$ cat src/rtl/alu_share_arb.sv
// ---------------------------------------------------------------------------
// alu_share_arb
//
// Shares one external combinational ALU between two requesters. A three-state
// FSM (IDLE -> EXEC -> RESP) grants one requester in IDLE, presents its latched
// operands to the ALU, captures the ALU result and flags in EXEC, then holds
// the response in RESP until the consumer accepts it. Arbitration is
// round-robin; the pointer only moves when a response is accepted.
//
// Ports
//   clk, rst               clock; asynchronous active-high reset
//   req_valid[1:0]         per-requester operation present
//   req_ready[1:0]         per-requester grant (IDLE only, one-hot or zero)
//   req_a/req_b[2*W-1:0]   requester i operands at [i*W +: W]
//   req_sel[7:0]           requester i ALU select at [i*4 +: 4]
//   alu_a/alu_b/alu_sel    operands/select driven to the shared ALU
//   alu_out/alu_flags      ALU result and {carry, zero, negative, overflow}
//   rsp_valid/rsp_ready    response handshake toward the consumer
//   rsp_id/rsp_data/rsp_flags  owner index and captured ALU result/flags
//   busy                   FSM is not in IDLE
//   done_cnt0/done_cnt1    saturating per-requester completion counters
// ---------------------------------------------------------------------------
module alu_share_arb #(
    parameter int W     = 4,
    parameter int CNT_W = 8
) (
    input  logic             clk,
    input  logic             rst,
    input  logic [1:0]       req_valid,
    output logic [1:0]       req_ready,
    input  logic [2*W-1:0]   req_a,
    input  logic [2*W-1:0]   req_b,
    input  logic [7:0]       req_sel,
    output logic [W-1:0]     alu_a,
    output logic [W-1:0]     alu_b,
    output logic [3:0]       alu_sel,
    input  logic [W-1:0]     alu_out,
    input  logic [3:0]       alu_flags,
    output logic             rsp_valid,
    input  logic             rsp_ready,
    output logic             rsp_id,
    output logic [W-1:0]     rsp_data,
    output logic [3:0]       rsp_flags,
    output logic             busy,
    output logic [CNT_W-1:0] done_cnt0,
    output logic [CNT_W-1:0] done_cnt1
);

    typedef enum logic [1:0] {
        ST_IDLE = 2'd0,
        ST_EXEC = 2'd1,
        ST_RESP = 2'd2
    } state_t;

    state_t         r_state;
    state_t         w_state_next;

    logic           r_rr;
    logic [W-1:0]   r_op_a;
    logic [W-1:0]   r_op_b;
    logic [3:0]     r_op_sel;
    logic           r_op_id;
    logic           r_rsp_id;
    logic [W-1:0]   r_rsp_data;
    logic [3:0]     r_rsp_flags;

    logic           w_grant;
    logic           w_grant_id;
    logic           w_handshake;
    logic [W-1:0]   w_sel_a;
    logic [W-1:0]   w_sel_b;
    logic [3:0]     w_sel_op;

    // Arbitration and next-state logic. The pointer only breaks ties; a lone
    // valid requester is always served. Grants are suppressed while rst is
    // high so req_ready is zero during reset even with requests pending.
    always_comb begin
        w_state_next = r_state;
        req_ready    = 2'b00;
        w_grant_id   = (req_valid == 2'b11) ? r_rr : req_valid[1];
        w_grant      = (r_state == ST_IDLE) && (|req_valid) && !rst;
        w_handshake  = (r_state == ST_RESP) && rsp_ready;

        case (r_state)
            ST_IDLE: begin
                if (w_grant) begin
                    w_state_next = ST_EXEC;
                end
            end
            ST_EXEC: begin
                w_state_next = ST_RESP;
            end
            ST_RESP: begin
                if (rsp_ready) begin
                    w_state_next = ST_IDLE;
                end
            end
            default: begin
                w_state_next = ST_IDLE;
            end
        endcase

        if (w_grant) begin
            req_ready[w_grant_id] = 1'b1;
        end
    end

    // Operand slice of the requester being granted.
    always_comb begin
        w_sel_a  = w_grant_id ? req_a[2*W-1:W] : req_a[W-1:0];
        w_sel_b  = w_grant_id ? req_b[2*W-1:W] : req_b[W-1:0];
        w_sel_op = w_grant_id ? req_sel[7:4]   : req_sel[3:0];
    end

    always_ff @(posedge clk or posedge rst) begin
        if (rst) begin
            r_state <= ST_IDLE;
        end else begin
            r_state <= w_state_next;
        end
    end

    // Operand registers feed the ALU directly, so the ALU inputs cannot move
    // between grant and the end of the response phase.
    always_ff @(posedge clk or posedge rst) begin
        if (rst) begin
            r_op_a   <= '0;
            r_op_b   <= '0;
            r_op_sel <= '0;
            r_op_id  <= 1'b0;
        end else if (w_grant) begin
            r_op_a   <= w_sel_a;
            r_op_b   <= w_sel_b;
            r_op_sel <= w_sel_op;
            r_op_id  <= w_grant_id;
        end
    end

    // Response capture happens only in EXEC; RESP just holds the values.
    always_ff @(posedge clk or posedge rst) begin
        if (rst) begin
            r_rsp_id    <= 1'b0;
            r_rsp_data  <= '0;
            r_rsp_flags <= '0;
        end else if (r_state == ST_EXEC) begin
            r_rsp_id    <= r_op_id;
            r_rsp_data  <= alu_out;
            r_rsp_flags <= alu_flags;
        end
    end

    // Round-robin pointer hands priority to the other requester once the
    // current response is accepted.
    always_ff @(posedge clk or posedge rst) begin
        if (rst) begin
            r_rr <= 1'b0;
        end else if (w_handshake) begin
            r_rr <= ~r_rsp_id;
        end
    end

    // Per-requester completion counters, saturating at all-ones.
    generate
        for (genvar gi = 0; gi < 2; gi++) begin : g_cnt
            logic [CNT_W-1:0] r_cnt;
            logic             w_mine;

            assign w_mine = (r_rsp_id == ((gi == 1) ? 1'b1 : 1'b0));

            always_ff @(posedge clk or posedge rst) begin
                if (rst) begin
                    r_cnt <= '0;
                end else if (w_handshake && w_mine && (r_cnt != {CNT_W{1'b1}})) begin
                    r_cnt <= r_cnt + CNT_W'(1);
                end
            end
        end
    endgenerate

    assign alu_a     = r_op_a;
    assign alu_b     = r_op_b;
    assign alu_sel   = r_op_sel;
    assign rsp_valid = (r_state == ST_RESP);
    assign rsp_id    = r_rsp_id;
    assign rsp_data  = r_rsp_data;
    assign rsp_flags = r_rsp_flags;
    assign busy      = (r_state != ST_IDLE);
    assign done_cnt0 = g_cnt[0].r_cnt;
    assign done_cnt1 = g_cnt[1].r_cnt;

endmodule

$ cat config.mk
export PLATFORM = sky130hd
export DESIGN_NAME = alu_share_arb
export DESIGN_NICKNAME = d
export VERILOG_FILES = /design/src/rtl/alu_share_arb.sv
export SDC_FILE = /design/constraint.sdc
export NUM_CORES = 1
export LEC_CHECK = 0
export CORE_ASPECT_RATIO = 0.9
export CORE_MARGIN = 5
export CORE_UTILIZATION = 46
export CTS_CLUSTER_DIAMETER = 100
export DETAILED_ROUTE_END_ITERATION = 10
export PLACE_DENSITY = 0.85
export SLEW_MARGIN = 30
export SYNTH_ARGS = -nofsm -noshare
export SYNTH_HDL_FRONTEND = slang
export SYNTH_SLANG_ARGS = --single-unit
$ cat constraint.sdc
create_clock -name clk -period 2.5 [get_ports clk]
set_clock_uncertainty 0.05 [all_clocks]
set_input_delay 0.5 -clock clk [delete_from_list [all_inputs] [get_ports clk]]
set_output_delay 0.5 -clock clk [all_outputs]
set_load 0.02 [all_outputs]
==> results of run 1 <==
[final cells by class]
type | count | area (um2) | area share [%]
clock buffers | 6 | 72.6 | 2.61
clock inverters | 2 | 10.0 | 0.360
inverters | 16 | 60.1 | 2.16
multi-input cells | 93 | 736 | 26.4
flip-flops and latches | 41 | 1030 | 36.9
well taps | 48 | 60.1 | 2.16
repair buffers | 82 | 818 | 29.4
[worst paths after layout]
check | from | end | slack (ps) | depth (start not counted)
setup reg to reg | r_state[0] | alu_b[0] | 810 | 5
hold reg to reg | r_op_id | r_op_id | 440 | 1
max in group asynchronous | rst | alu_sel[2] | 1460 | 3
min in group asynchronous | rst | alu_b[2] | 470 | 2
setup / recovery | rst | req_ready[0] | 260 | 4
hold / removal | r_op_id | r_op_id | 440 | 1
[critical path, stage by stage]
cell,delay [ps]
clkdlybuf4s50_1,430
nor3_2,180
and3_2,220
dlygate4sd2_1,350
[report_power, final]
part | total, uW | internal, uW | switching, uW
Clock | 419 | 193 | 226
Sequential | 1080 | 901 | 181
Combinational | 1260 | 670 | 592
Total | 2760 | 1760 | 999
[what timing repair did]
| item | in CTS | in global routing |
|---|---|---|
| endpoints found under the hold margin | 0 | 0 |
| setup endpoints to repair | 2 | 0 |
| buffers inserted | 0 | 0 |
| gates resized for setup | 2 | 0 |
[registers in the layout (all words and copies together), names as in the netlist]
register and flops:
alu_a 4, alu_b 4, alu_sel 4, done_cnt0 8, done_cnt1 8, r_op_id 1, r_rr 1, r_state 2
rsp_data 4, rsp_flags 4, rsp_id 1
[placed cells by master (no fill, tap or decap), types with 3 or more instances in the layout]
cell / instances
buf_4: 4
nor2_1: 6
a21oi_1: 4
and3_1: 3
nand2_1: 12
xnor2_1: 6
a222oi_1: 12
nor3_2: 3
clkbuf_8: 5
mux2_2: 15
dfrtp_1: 41
nand4_1: 3
o21ai_0: 4
clkdlybuf4s50_1: 75
nand3_1: 3
inv_1: 15
[metrics by stage]
| stage | power, uW | std cells |
|---|---|---|
| after floorplan | 1740 | 156 |
| after global placement | 2340 | 280 |
| after detailed placement | 2380 | 280 |
| after CTS | 2800 | 288 |
| after global routing | 2940 | 288 |
| final | 2760 | 288 |
[metal layers]
| metal | vias up | global-route usage (%) | share of wire (%) | wire length, um |
|---|---|---|---|---|
| met5 | - | 0 | 0 | 0 |
| met4 | 0 | 7.82 | 2.4 | 104 |
| met3 | 12 | 6.70 | 8.5 | 376 |
| met2 | 50 | 26.7 | 48 | 2140 |
| met1 | 749 | 19.4 | 41 | 1800 |
| li1 | 725 | - | - | - |
[cell families (layout without fill, tap and decap cells)]
kind of cell    count (synthesis)  in the layout  synth area share (%)
xor+xnor                        6              6                  2.81
flops                          41             41                  54.8
mux                            17             17                  10.1
buf+inv                        22            106                  5.82
compound gates                 28             28                  11.8
simple gates                   40             40                  13.3
fa+ha+maj                       2              2                  1.34
==> summary.txt, run 1 <==
total CTS buffers: 5
element type at the critical path start: input pin
initial antenna violation count: 0
Final Hold Vio Count: 0
syn nets: 195
Pleak: 0.00123 uW
ys flop type: dfrtp_1
top-area cell type share of the netlist area: 54.8%
Util after Layout: 69.7%
WL/cell: 15.3 um
RSZ-0062 raised after global routing: no
Syn Area/Cell: 12.0 um2
hold slack final: 442 ps
H-tree Lvls: 2
min setup slack post-route: 263 ps
TritonCTS sink count: 41
Worst Setup Path Type: in -> out
Post-DP HPWL: 3310 um
port bufs: 77
P&R area growth vs syn: 48.8%
DR vias/cell: 5.33
EDFF count, synth: 0
fillers: 330
Syn Inst Count: 156
FF+latch count, synth: 41
status: completed
worst-case clock buffer depth: 2
total I/O pin count: 78
count leader, synth: dfrtp_1
ANT cells: 0
CTS Hold Bufs: 0
period utilisation layout: 89.5%
Synth area leaders: dfrtp_1 55%, mux2_2 9.0%, a222oi_1 6.4%
GRT Total Usage: 16.7%
YS warnings: 0
Starting Density: 46.9%
Fin Setup TNS: 0 ps
CP arrival: 1690 ps
clock period minus worst slack: 2240 ps
final WL: 4420 um
die width: 77.2 um
Antenna Nets Post-Route: 0
asr flop ratio synth: 100%
commonest cells in the synthesized netlist: 41 x dfrtp_1, 16 x inv_1, 15 x mux2_2
Worst-Margin Slew: 611 ps
kind of end point of the critical path: primary output
Peak Freq: 0.447 GHz
CTS tree: built
via count of the routed design: 1536
mapped cell area: 1870 um2
fin. max-slew vios: 0
fraction of layout cells with a size suffix above 1: 15.8%
slew margin rel.: 59.3%
worst-skew pair later-pin latency: 290 ps
Yosys cell types: 33
nets: 278
DRT Pass-1 Iters: 5
vias in the first global route: 1600
RD Place Congestion: 0.788
Reg clk slew, reported paths: 70 ps
core region area: 3990 um2
first-pass GRT wire length: 7280 um
placed cell area: 2700 um2
post-route cell area: 2780 um2
max_cap viols: 0
Seq/Total Area, Yosys: 54.8%
pre-CTS setup slack: -16.8 ps
DR iter-0 viols: 75
Root Driver: clkbuf_8
Row Count: 22
Worst Hold Class: reg -> reg
Total Die Area: 5440 um2
Remaining Overflow, GRT: 0
largest net degree at the start of global routing: 30
final setup fails: 0
residual DRC count: 0
Worst Path Required: 1950 ps
die height: 70.5 um
CP max FO: 3
biggest area consumer among synthesized cells: dfrtp_1
Power Density: 993 nW/um2
Peak VDD IR: 0.000660 V
Power figures use the tool's default switching activity.
==> run 2, diff against run 1 <==
Settings changed: CORE_UTILIZATION 46 to 45, PLACE_DENSITY 0.85 to 0.84.
==> run 2 against run 1 <==
Global-route usage fell by 0.94 points. Total power barely moved. Fmax rose by 4.1%. Non-clock buffer count did not move. Critical path depth fell by 2. Core utilization fell by 0.82 points. Critical path type is now reg -> out. Critical endpoint is now rsp_valid.
==> summary.txt, run 2 (synthesized netlist as in run 1, its figures left out) <==
status: completed
r2r setup slk: 860 ps (+50 ps)
Post-DP HPWL: 3280 um (-0.89%)
fraction of layout cells with a size suffix above 1: 15.0% (-0.83 points)
commonest non-fill, non-tap cell in the layout: clkdlybuf4s50_1
Total Die Area: 5550 um2 (+1.9%)
Worst Reg-to-Reg Cells: 4 (-1)
Hold Crit Depth: 1 (unchanged)
total CTS buffers: 5 (unchanged)
Worst Hold Class: reg -> reg
TritonCTS sink count: 41 (unchanged)
ANT cells: 0 (unchanged)
fillers: 316 (-4.2%)
period utilisation layout: 85.9% (-3.5 points)
die height: 71.2 um (+0.95%)
area of the multi-input gates: 736 um2 (unchanged)
CTS tree: built
Util after Layout: 68.9% (-0.82 points)
RSZ-0062 raised after global routing: no
Root Driver: clkbuf_8
min setup slack post-route: 352 ps (+88.6 ps)
Worst Path Required: 1950 ps (about the same)
WL/cell: 15.1 um (-1.3%)
pre-CTS setup slack: 16.6 ps (+33.4 ps)
first-pass GRT wire length: 6980 um (-4.1%)
Reg clk slew, reported paths: 70 ps (about the same)
Pleak: 0.00125 uW (+1.6%)
worst-skew pair later-pin latency: 290 ps (about the same)
clock period minus worst slack: 2150 ps (-88.6 ps)
Peak VDD IR: 0.000722 V (+9.3%)
hold_sp: r_op_id
element type at the critical path start: flip-flop
Fin Setup TNS: 0 ps (unchanged)
Power Density: 991 nW/um2 (-0.22%)
residual DRC count: 0 (unchanged)
max_cap viols: 0 (unchanged)
worst-case clock buffer depth: 2 (unchanged)
DRT Pass-1 Iters: 7 (+2)
DR vias/cell: 5.22 (-2.1%)
Starting Density: 46.2% (-0.64 points)
vias in the first global route: 1505 (-5.9%)
WHS Endpoint: r_op_id
core region area: 4050 um2 (+1.4%)
sequential cell area: 1030 um2 (unchanged)
nets: 278 (unchanged)
Post-CTS Setup Bufs: 0 (unchanged)
P&R area growth vs syn: 49.0%
slew margin rel.: 59.2% (-0.12 points)
via count of the routed design: 1504 (-2.1%)
GRT Total Usage: 15.7% (-0.94 points)
DR iter-0 viols: 127 (+69%)
highest-count cells in the layout ignoring fill and taps: 75 x clkdlybuf4s50_1, 41 x dfrtp_1, 15 x inv_1, 15 x mux2_2
CP max FO: 6 (+3)
final setup fails: 0 (unchanged)
RD Place Congestion: 0.791 (+0.38%)
Row Count: 22 (unchanged)
CP arrival: 1600 ps (-90 ps)
final WL: 4360 um (-1.3%)
fin. max-slew vios: 0 (unchanged)
Antenna Nets Post-Route: 0 (unchanged)
kind of end point of the critical path: primary output
initial antenna violation count: 0 (unchanged)
worst flop-to-flop path endpoint: done_cnt0[7]
largest net degree at the start of global routing: 30 (unchanged)
Worst-Margin Slew: 613 ps (+1.87 ps)
Worst Setup Path Type: reg -> out
die width: 78.0 um (+0.96%)
total I/O pin count: 78 (unchanged)
H-tree Lvls: 2 (unchanged)
Final Hold Vio Count: 0 (unchanged)
Worst R2R Start: r_state[0]
port bufs: 77 (unchanged)
Remaining Overflow, GRT: 0 (unchanged)
Peak Freq: 0.465 GHz (+4.1%)
## run 2: cell types whose count changed in the layout (fill, tap and decap cells not counted), sizes merged
cell	change
clkbuf	+2
clkinv	-2
dlygate4sd2	-2
dlymetal6s2s	+2
## run 2: layer usage
metal  vias up  share of wire [%]  track usage, %
met5         -                  0               0
met4         0               0.66            4.69
met3         4                7.3            5.73
met2        50                 49            25.6
met1       724                 43            19.7
li1        726                  -               -
## run 2: what timing repair did
action,4_1_cts,5_1_grt
resized for setup,0,2
hold buffers,0,0
setup endpoints to repair,0,2
endpoints found under the hold margin,0,0
## run 2: where the power goes
group | switching [uW] | internal [uW] | total, uW
Combinational | 590 | 673 | 1260
Clock | 214 | 198 | 413
Sequential | 186 | 901 | 1090
## run 2: area by class of cell
cell class              count  area share (%)
inverters                  16            2.15
multi-input cells          93            26.4
well taps                  48            2.15
flip-flops and latches     41            36.8
clock buffers               8            2.87
repair buffers             82            29.6
## run 2: how the worst max path moves through the flow
stage,startpoint,to,slack [ps],cells past startpoint
2_1_floorplan,rst,req_ready[0],850,3
3_3_place_gp,rst,req_ready[0],30,4
3_5_place_dp,rst,req_ready[0],20,4
4_1_cts,rst,req_ready[0],20,4
5_1_grt,r_state[0],rsp_valid,290,2
6_report,r_state[0],rsp_valid,350,2
## run 2: critical path, stage by stage, from the launching register on
cell             delay (ps)
dfrtp_1                 440
and2b_2                 250
clkdlybuf4s50_1         620
## run 2: stage by stage
stage                     instances  cell area, um2  total power [uW]  hold slack [ps]
final                           288            2790              2760              436
after global routing            288            2790              2930              475
after CTS                       288            2780              2800              442
after detailed placement        280            2700              2380              426
after global placement          280            2700              2350              417
after floorplan                 156            1870              1740              403
==> run 3, diff against run 2 <==
Settings changed: PLACE_DENSITY 0.84 to 0.89.
==> run 3 against run 2 <==
Register-to-register slack barely moved. First-iteration DRC count fell by 7.1%. Largest power group unchanged. Setup slack worse by 110 ps. Global-route usage up 0.78 points. Final area increased by 0.49%. Routed wire length up 2.2%.
==> summary.txt, run 3 (synthesized netlist as in run 1, its figures left out) <==
die height: 71.2 um (unchanged)
CP max FO: 3 (-3)
port bufs: 77 (unchanged)
DRT Pass-1 Iters: 4 (-3)
final WL: 4460 um (+2.2%)
total CTS buffers: 5 (unchanged)
r2r setup slk: 860 ps (about the same)
DR vias/cell: 5.27 (+0.86%)
Starting Density: 46.2% (unchanged)
placed cell area: 2700 um2 (unchanged)
fillers: 329 (+4.1%)
Power Density: 1010 nW/um2 (+1.6%)
ANT cells: 0 (unchanged)
element type at the critical path start: input pin
via count of the routed design: 1517 (+0.86%)
residual DRC count: 0 (unchanged)
Worst Path Required: 1950 ps (about the same)
Worst Hold Class: reg -> reg
GRT Total Usage: 16.5% (+0.78 points)
H-tree Lvls: 2 (unchanged)
Root Driver: clkbuf_8
CP arrival: 1710 ps (+110 ps)
Worst-Margin Slew: 588 ps (-24.7 ps)
highest-count cells in the layout ignoring fill and taps: 75 x clkdlybuf4s50_1, 41 x dfrtp_1, 15 x inv_1, 15 x mux2_2
Post-DP HPWL: 3250 um (-0.91%)
sequential share of power: 38.6% (-0.7 points)
Row Count: 22 (unchanged)
kind of end point of the critical path: primary output
Total Die Area: 5550 um2 (unchanged)
fraction of layout cells with a size suffix above 1: 16.3% (+1.3 points)
nets: 278 (unchanged)
initial antenna violation count: 0 (unchanged)
DR iter-0 viols: 118 (-7.1%)
period utilisation layout: 90.4% (+4.5 points)
commonest non-fill, non-tap cell in the layout: clkdlybuf4s50_1
Remaining Overflow, GRT: 0 (unchanged)
hold slack final: 447 ps (+10.6 ps)
P&R area growth vs syn: 49.8%
fin. max-slew vios: 0 (unchanged)
Pleak: 0.00124 uW (-0.83%)
Peak Freq: 0.443 GHz (-4.9%)
final setup fails: 0 (unchanged)
max_cap viols: 0 (unchanged)
slew margin rel.: 60.8% (+1.6 points)
worst-skew pair later-pin latency: 290 ps (about the same)
first-pass GRT wire length: 7290 um (+4.4%)
Worst Setup Path Type: in -> out
Sw Ratio: 35.5% (-0.38 points)
proportion of power drawn by combinational gates: 44.6% (-1.1 points)
RSZ-0062 raised after global routing: no
WL/cell: 15.5 um (+2.2%)
Antenna Nets Post-Route: 0 (unchanged)
Post-CTS Setup Bufs: 0 (unchanged)
RD Place Congestion: 0.785 (-0.72%)
largest net degree at the start of global routing: 31 (+3.3%)
total I/O pin count: 78 (unchanged)
CTS tree: built
clock period minus worst slack: 2260 ps (+111 ps)
P_sw: 1000 uW (+0.97%)
Peak VDD IR: 0.000637 V (-12%)
TritonCTS sink count: 41 (unchanged)
die width: 78.0 um (unchanged)
worst-case clock buffer depth: 2 (unchanged)
core region area: 4050 um2 (unchanged)
min setup slack post-route: 240 ps (-111 ps)
post-route cell area: 2800 um2 (+0.49%)
Clk pwr share: 16.8% (+1.9 points)
Int Pwr: 1820 uW (+2.7%)
pre-CTS setup slack: -14.1 ps (-30.7 ps)
Final Hold Vio Count: 0 (unchanged)
Reg clk slew, reported paths: 80 ps (about the same)
vias in the first global route: 1506 (+0.066%)
status: completed
## run 3: repair_timing
action | CTS | global route
hold buffers | 0 | 0
endpoints found under the setup margin | 2 | 0
resized for setup | 2 | 0
## run 3: final timing paths
check,start,end,cells after the start
setup / recovery,rst,req_ready[0],4
hold / removal,r_op_id,r_op_id,1
setup reg to reg,r_state[0],alu_b[1],5
hold reg to reg,r_op_id,r_op_id,1
max in group asynchronous,rst,done_cnt0[7],3
min in group asynchronous,rst,done_cnt1[7],2
## run 3: worst max-delay path: stages
cell	delay, ps
clkdlybuf4s50_1	450
nor3_2	180
and3_2	220
dlygate4sd2_1	360
## run 3: power by group through the flow
stage	registers, uW	logic (uW)	clock network (uW)
floorplan	1350	398	0
global route	1130	1350	529
CTS	1090	1280	492
detailed placement	1100	1270	0
finish	1090	1260	474
global placement	1090	1250	0
## run 3: metrics by stage
stage               utilization (%)  std cells  power (uW)  TNS (ps)
finish                         69.2        288        2820         0
global route                   69.2        288        3010         0
CTS                            69.2        288        2860         0
detailed placement             66.8        280        2370     -14.1
global placement               66.8        280        2340         0
floorplan                         -        156        1740         0
## run 3: cell type report
class	instances	area [um2]	share of cell area [%]
clock buffer	7	96.3	3.44
clock inverter	1	5.00	0.179
inverter	16	60.1	2.14
multi-input combinational	93	736	26.3
sequential	41	1030	36.6
tap	48	60.1	2.14
timing repair buffer	82	818	29.2
## run 3: metal layers
metal | GRT usage, % | routed length [um] | part of all wire (%) | vias up
met5 | 0 | 0 | 0 | -
met4 | 5.07 | 43 | 0.96 | 0
met3 | 6.87 | 339 | 7.6 | 4
met2 | 25.9 | 2220 | 50 | 46
met1 | 20.8 | 1860 | 42 | 743
li1 | - | - | - | 724
